**src/rtl/gpu_draw_engine.sv**
```systemverilog
// Rectangle/pixel draw engine: CPU-programmed registers drive a raster walker
// that streams PLOT, FILL and CLEAR pixels to a framebuffer port.
module gpu_draw_engine #(
  parameter int RES_W = 200,
  parameter int RES_H = 150
) (
  input  logic       PIXEL_CLOCK,
  input  logic       RESET,
  input  logic       CPU_WE,
  input  logic [2:0] CPU_ADDR,
  input  logic [7:0] CPU_DATA,
  output logic [7:0] X_POS,
  output logic [7:0] Y_POS,
  output logic [2:0] COLOR,
  output logic       WRITE,
  output logic       BUSY,
  output logic       DONE
);

  // state  | meaning
  // IDLE   | waiting for a PLOT/FILL/CLEAR command
  // RUN    | walking the latched rectangle, one pixel per cycle
  // FINISH | single DONE cycle before returning to IDLE
  typedef enum logic [1:0] {IDLE, RUN, FINISH} state_t;

  localparam logic [8:0] RW = 9'(RES_W);
  localparam logic [8:0] RH = 9'(RES_H);

  state_t     state, state_nx;
  logic [7:0] x0_r, y0_r, w_r, h_r;
  logic [2:0] col_r, col_l;
  logic [8:0] cx, cy, xs, xe, ye;
  logic       more;
  logic       cmd_go;
  logic [8:0] s_x, s_y, e_x, e_y, sum_x, sum_y;
  logic       empty;

  assign cmd_go = CPU_WE && (CPU_ADDR == 3'd5) && (state == IDLE) &&
                  (CPU_DATA >= 8'h01) && (CPU_DATA <= 8'h03);
  assign BUSY   = (state == RUN);
  assign DONE   = (state == FINISH);

  // Rectangle bounds from the register file; 9-bit sums keep X0+W from wrapping.
  always_comb begin
    s_x   = 9'd0;
    s_y   = 9'd0;
    e_x   = RW;
    e_y   = RH;
    empty = 1'b0;
    sum_x = {1'b0, x0_r} + {1'b0, w_r};
    sum_y = {1'b0, y0_r} + {1'b0, h_r};
    case (CPU_DATA)
      8'h01: begin
        s_x   = {1'b0, x0_r};
        s_y   = {1'b0, y0_r};
        e_x   = s_x + 9'd1;
        e_y   = s_y + 9'd1;
        empty = (s_x >= RW) || (s_y >= RH);
      end
      8'h02: begin
        s_x   = {1'b0, x0_r};
        s_y   = {1'b0, y0_r};
        e_x   = (sum_x > RW) ? RW : sum_x;
        e_y   = (sum_y > RH) ? RH : sum_y;
        empty = (w_r == 8'd0) || (h_r == 8'd0) || (s_x >= RW) || (s_y >= RH);
      end
      default: ;
    endcase
  end

  always_ff @(posedge PIXEL_CLOCK or posedge RESET) begin
    if (RESET) state <= IDLE;
    else       state <= state_nx;
  end

  always_comb begin
    state_nx = state;
    case (state)
      IDLE:    if (cmd_go) state_nx = RUN;
      RUN:     if (!more) state_nx = FINISH;
      FINISH:  state_nx = IDLE;
      default: state_nx = IDLE;
    endcase
  end

  always_ff @(posedge PIXEL_CLOCK or posedge RESET) begin
    if (RESET) begin
      x0_r  <= '0;
      y0_r  <= '0;
      w_r   <= '0;
      h_r   <= '0;
      col_r <= '0;
      col_l <= '0;
      cx    <= '0;
      cy    <= '0;
      xs    <= '0;
      xe    <= '0;
      ye    <= '0;
      more  <= 1'b0;
      WRITE <= 1'b0;
      X_POS <= '0;
      Y_POS <= '0;
      COLOR <= '0;
    end else begin
      WRITE <= 1'b0;
      if (CPU_WE) begin
        case (CPU_ADDR)
          3'd0: x0_r  <= CPU_DATA;
          3'd1: y0_r  <= CPU_DATA;
          3'd2: col_r <= CPU_DATA[2:0];
          3'd3: w_r   <= CPU_DATA;
          3'd4: h_r   <= CPU_DATA;
          default: ;
        endcase
      end
      if (cmd_go) begin
        cx    <= s_x;
        cy    <= s_y;
        xs    <= s_x;
        xe    <= e_x;
        ye    <= e_y;
        col_l <= col_r;
        more  <= !empty;
      end else if ((state == RUN) && more) begin
        WRITE <= 1'b1;
        X_POS <= cx[7:0];
        Y_POS <= cy[7:0];
        COLOR <= col_l;
        if (cx + 9'd1 == xe) begin
          cx <= xs;
          if (cy + 9'd1 == ye) more <= 1'b0;
          else                 cy   <= cy + 9'd1;
        end else begin
          cx <= cx + 9'd1;
        end
      end
    end
  end

endmodule
```
**config.mk**
```make
export PLATFORM = sky130hd
export DESIGN_NAME = gpu_draw_engine
export DESIGN_NICKNAME = d
export VERILOG_FILES = /design/src/rtl/gpu_draw_engine.sv
export SDC_FILE = /design/constraint.sdc
export NUM_CORES = 1
export LEC_CHECK = 0
export CORE_AREA = 3 3 128 99
export CTS_BUF_LIST = sky130_fd_sc_hd__clkbuf_4 sky130_fd_sc_hd__clkbuf_8 sky130_fd_sc_hd__clkbuf_16
export DETAILED_ROUTE_END_ITERATION = 8
export DIE_AREA = 0 0 131 102
export PLACE_DENSITY = 0.8
export REMOVE_ABC_BUFFERS = 1
export SLEW_MARGIN = 10
export SYNTH_ARGS = -nofsm -noshare
export SYNTH_HDL_FRONTEND = slang
export SYNTH_SLANG_ARGS = --single-unit
```
**constraint.sdc**
```tcl
create_clock -name PIXEL_CLOCK -period 8.8 [get_ports PIXEL_CLOCK]
set_input_delay 1.76 -clock PIXEL_CLOCK [delete_from_list [all_inputs] [get_ports PIXEL_CLOCK]]
set_output_delay 1.76 -clock PIXEL_CLOCK [all_outputs]
set_load 0.005 [all_outputs]
```
==> run summary <==
================================================================================
Detailed Route Iter0 Violations ...................................          461
Adder-cell share of the synthesized area ..........................      0.05175
Share of the synthesized area in the top cell type ................       0.4180
Setup crit end .................................................... cx[2]$_DFFE_PP0P_
Overall track demand over capacity in global routing ..............       0.2384
Utilization after layout ..........................................       0.6102
Detail Placement HPWL .............................................     11.05 mm
Die Area ..........................................................  13360 sq um
Launch instance of the worst register-to-register path ............ cx[0]$_DFFE_PP0P_
Top cell type by total area after synthesis .......................      dfrtp_1
Routed length on met1 .............................................     7.134 mm
Post-Syn Area .....................................................   6286 sq um
Worst-case clock skew .............................................     11.03 ps
Die height ........................................................       102 um
Required time at the endpoint of the critical path ................      9030 ps
Share of post-route cells with drive strength above 1 .............       0.1166
Starting Density ..................................................       0.5453
Number of nets in the layout ......................................          719
Min cycle time layout .............................................      4043 ps
Global-route wire length before repair ............................     25.16 mm
WL met2 ...........................................................     6.698 mm
Cells along the critical path ..................................... clkdlybuf4s50_1, nor4_1, nand3_1, nor2_2, buf_4, o311ai_0, mux2_2
I/O pins ..........................................................           36
Synthesis Warnings ................................................            0
Setup repair after global routing missed its margin ...............           no
Antenna cell count ................................................            0
Final instance area ...............................................   7034 sq um
Pre-CTS setup slack ...............................................      4469 ps
Period Utilization, post-route ....................................       0.4594
Pwr/cell area ..................................................... 193.7 nW/um^2
Post-Synth XOR/XNOR Area ..........................................      0.05295
Number of vias in the routed layout ...............................         5190
Routed via count divided by cell count ............................        6.120
Number of clock sinks .............................................          105
Root Buffer .......................................................    clkbuf_16
Number of enable flip-flop cells after synthesis ..................            0
Path type of the worst setup path .................................    in -> reg
WL per Instance ...................................................     17.97 um
Class of the tightest hold or removal check .......................   reg -> reg
Hold buffer count at CTS ..........................................            0
Number of setup violations in the final report ....................            0
Leak Pwr ..........................................................     3.079 nW
Number of synthesized register bits ...............................          105
Async set or reset register ratio after synthesis .................        1.000
Worst EP arrival ..................................................      4270 ps
Post-cts resize count .............................................            0
CP Launch Type ....................................................   input port
Total of buffers placed on input and output ports .................           35
Worst skew pair latency ...........................................       350 ps
Simple logic cell fraction of the synthesized area ................       0.1825
Number of antenna violations at the first check in global routing .            0
Leading cell type in the layout, fill and taps excluded ...........      dfrtp_1
Aggregate global routing overflow .................................            0
Flip-flop cell with the highest count after synthesis .............      dfrtp_1
Share of synthesized area spent on multiplexers ...................      0.05553
Hold_ws ...........................................................     450.8 ps
Filler instances ..................................................          984
Routability-driven placement congestion ratio .....................       0.9040
Share of synthesized area occupied by flip-flops and latches ......       0.4180
Growth of design area from synthesis to finish ....................       11.90%
Number of rows in the core area ...................................           34
Detail Route met3 WL ..............................................     1.248 mm
Count of maximum capacitance violations ...........................            0
Post-Route Setup TNS ..............................................         0 ps
Main combinational cell family by area after synthesis ............ compound AO/OA/AOI/OAI gates
Deepest clock path buffer count ...................................            2
Slowest stage cell, crit path ..................................... clkdlybuf4s50_1
Crit end category .................................................     register
Total CTS buffers .................................................            9
Mapped Avg Cell Area ..............................................  9.453 sq um
Post-CTS Repair Setup Buffers .....................................            0
IR Drop Worst-Case VDD ............................................    0.1104 mV
Via count of the first global-routing pass ........................         4917
Maximum clock frequency ...........................................   0.2474 GHz
Number of iterations in the first detailed-routing pass ...........            5
Number of H-tree levels ...........................................            3
Worst reg2reg path depth ..........................................            8
Post-place instance area ..........................................   6718 sq um
Placeable Area ....................................................  11530 sq um
Slew @ Worst Pin ..................................................      1154 ps
Result of the run ................................................. finished, final reports clean
CTS clock-pin slew for the worst setup and hold paths .............        70 ps
Cell count after synthesis ........................................          665
Die W .............................................................       131 um
Top routing layer used ............................................         met4
Clock tree from TritonCTS .........................................        built
Pin count of the biggest net entering global routing ..............           83
Count of final hold-check violations ..............................            0
Commonest non-fill, non-tap cells in the layout ................... dfrtp_1 (105), nand2_1 (99), a21oi_1 (39), nor2_1 (36)
Cells taking the most area after synthesis ........................ dfrtp_1 (42%), nand2_1 (5.9%), mux2_2 (5.6%)
Detailed-route DRC error count ....................................            0
Compound-Gate Fraction of Synth Area ..............................       0.2024
CP max stage delay ................................................       500 ps
Critical Path Source ..............................................  CPU_DATA[3]
Relative max-transition margin ....................................       0.2250
Number of antenna-violating nets in the routed design .............            0
Max-slew violation total from the final report ....................            0
Endpoint of the lowest-slack register-to-register path ............ cy[1]$_DFFE_PP0P_
R2R Setup Slk .....................................................      5680 ps
Maximum net fanout on the critical path ...........................           26
Fin worst setup slack .............................................      4757 ps
Library cells used by synthesis ...................................           77
Routed wire length ................................................     15.24 mm
================================================================================
-- registers in the layout, indices dropped and copies added, names as in the netlist, 8 cells and up --
signal and count:
cy 9, X_POS 8, Y_POS 8, w_r 8, ye 9, y0_r 8
xs 8, h_r 8, x0_r 8, cx 9, xe 9
-- report_power, final --
group          switching [mW]  leakage, nW  internal, mW
logic                   0.198         1.56         0.156
registers              0.0689         1.37         0.522
clock network           0.178        0.152         0.239
-- worst max-delay path, delay by kind of cell --
family	cells	cell delay (ps)
buffers and inverters	2	890
AND/OR/NAND/NOR	3	1190
AO/OA/AOI/OAI	1	150
multiplexers	1	280
-- worst min path at each step --
stage / start / to / slack (ps) / cells after the start
final: more$_DFFE_PP0P_ / state[1]$_DFFE_PP0P_ / 450 / 1
after global routing: more$_DFFE_PP0P_ / state[1]$_DFFE_PP0P_ / 480 / 1
after CTS: more$_DFFE_PP0P_ / state[1]$_DFFE_PP0P_ / 450 / 1
after detailed placement: more$_DFFE_PP0P_ / state[1]$_DFFE_PP0P_ / 440 / 1
after global placement: more$_DFFE_PP0P_ / state[1]$_DFFE_PP0P_ / 430 / 1
after floorplan: more$_DFFE_PP0P_ / state[1]$_DFFE_PP0P_ / 420 / 1
-- logic make-up (layout without fill, tap and decap cells) --
kind of cell / count (synthesis) / after routing
simple gates: 237 / 237
compound gates: 176 / 176
flops: 105 / 105
buf+inv: 53 / 74
xor+xnor: 38 / 38
mux: 31 / 31
fa+ha+maj: 25 / 25
-- routing by layer --
layer	vias up	global-route usage
li1	2439	-
met1	2520	0.3550
met2	214	0.3608
met3	17	0.05016
met4	0	0.05138
met5	-	0
-- cells in the mapped netlist, types with 7 or more instances --
| library cell | n |
|---|---|
| xnor2_1 | 23 |
| o21a_1 | 7 |
| a21o_1 | 8 |
| inv_1 | 19 |
| nor3_1 | 16 |
| mux2_2 | 31 |
| nand2_1 | 99 |
| a211oi_1 | 10 |
| o21ai_0 | 35 |
| nand3_1 | 22 |
| clkbuf_1 | 18 |
| nand4_1 | 8 |
| buf_2 | 8 |
| a21oi_1 | 40 |
| dfrtp_1 | 105 |
| nor2_1 | 37 |
| xor2_1 | 15 |
| and3_1 | 8 |
| ha_1 | 22 |
| nor4_1 | 7 |
-- stage by stage --
step	total power [mW]	cells
6_report	1.363	848
3_3_place_gp	0.9279	832
3_5_place_dp	0.9450	832
4_1_cts	1.359	848
2_1_floorplan	0.8446	631
5_1_grt	1.430	848
-- cell type report --
cell class | instances | area (sq um) | area share
Sequential cell | 105 | 2628 | 0.3735
Multi-Input combinational cell | 507 | 3438 | 0.4888
Tap cell | 162 | 202.7 | 0.02882
Inverter | 19 | 73.82 | 0.01049
Clock inverter | 4 | 51.30 | 0.007293
Timing Repair Buffer | 39 | 380.4 | 0.05407
Clock buffer | 12 | 260.3 | 0.03700
Note: power is estimated with default switching activity, not from simulation.
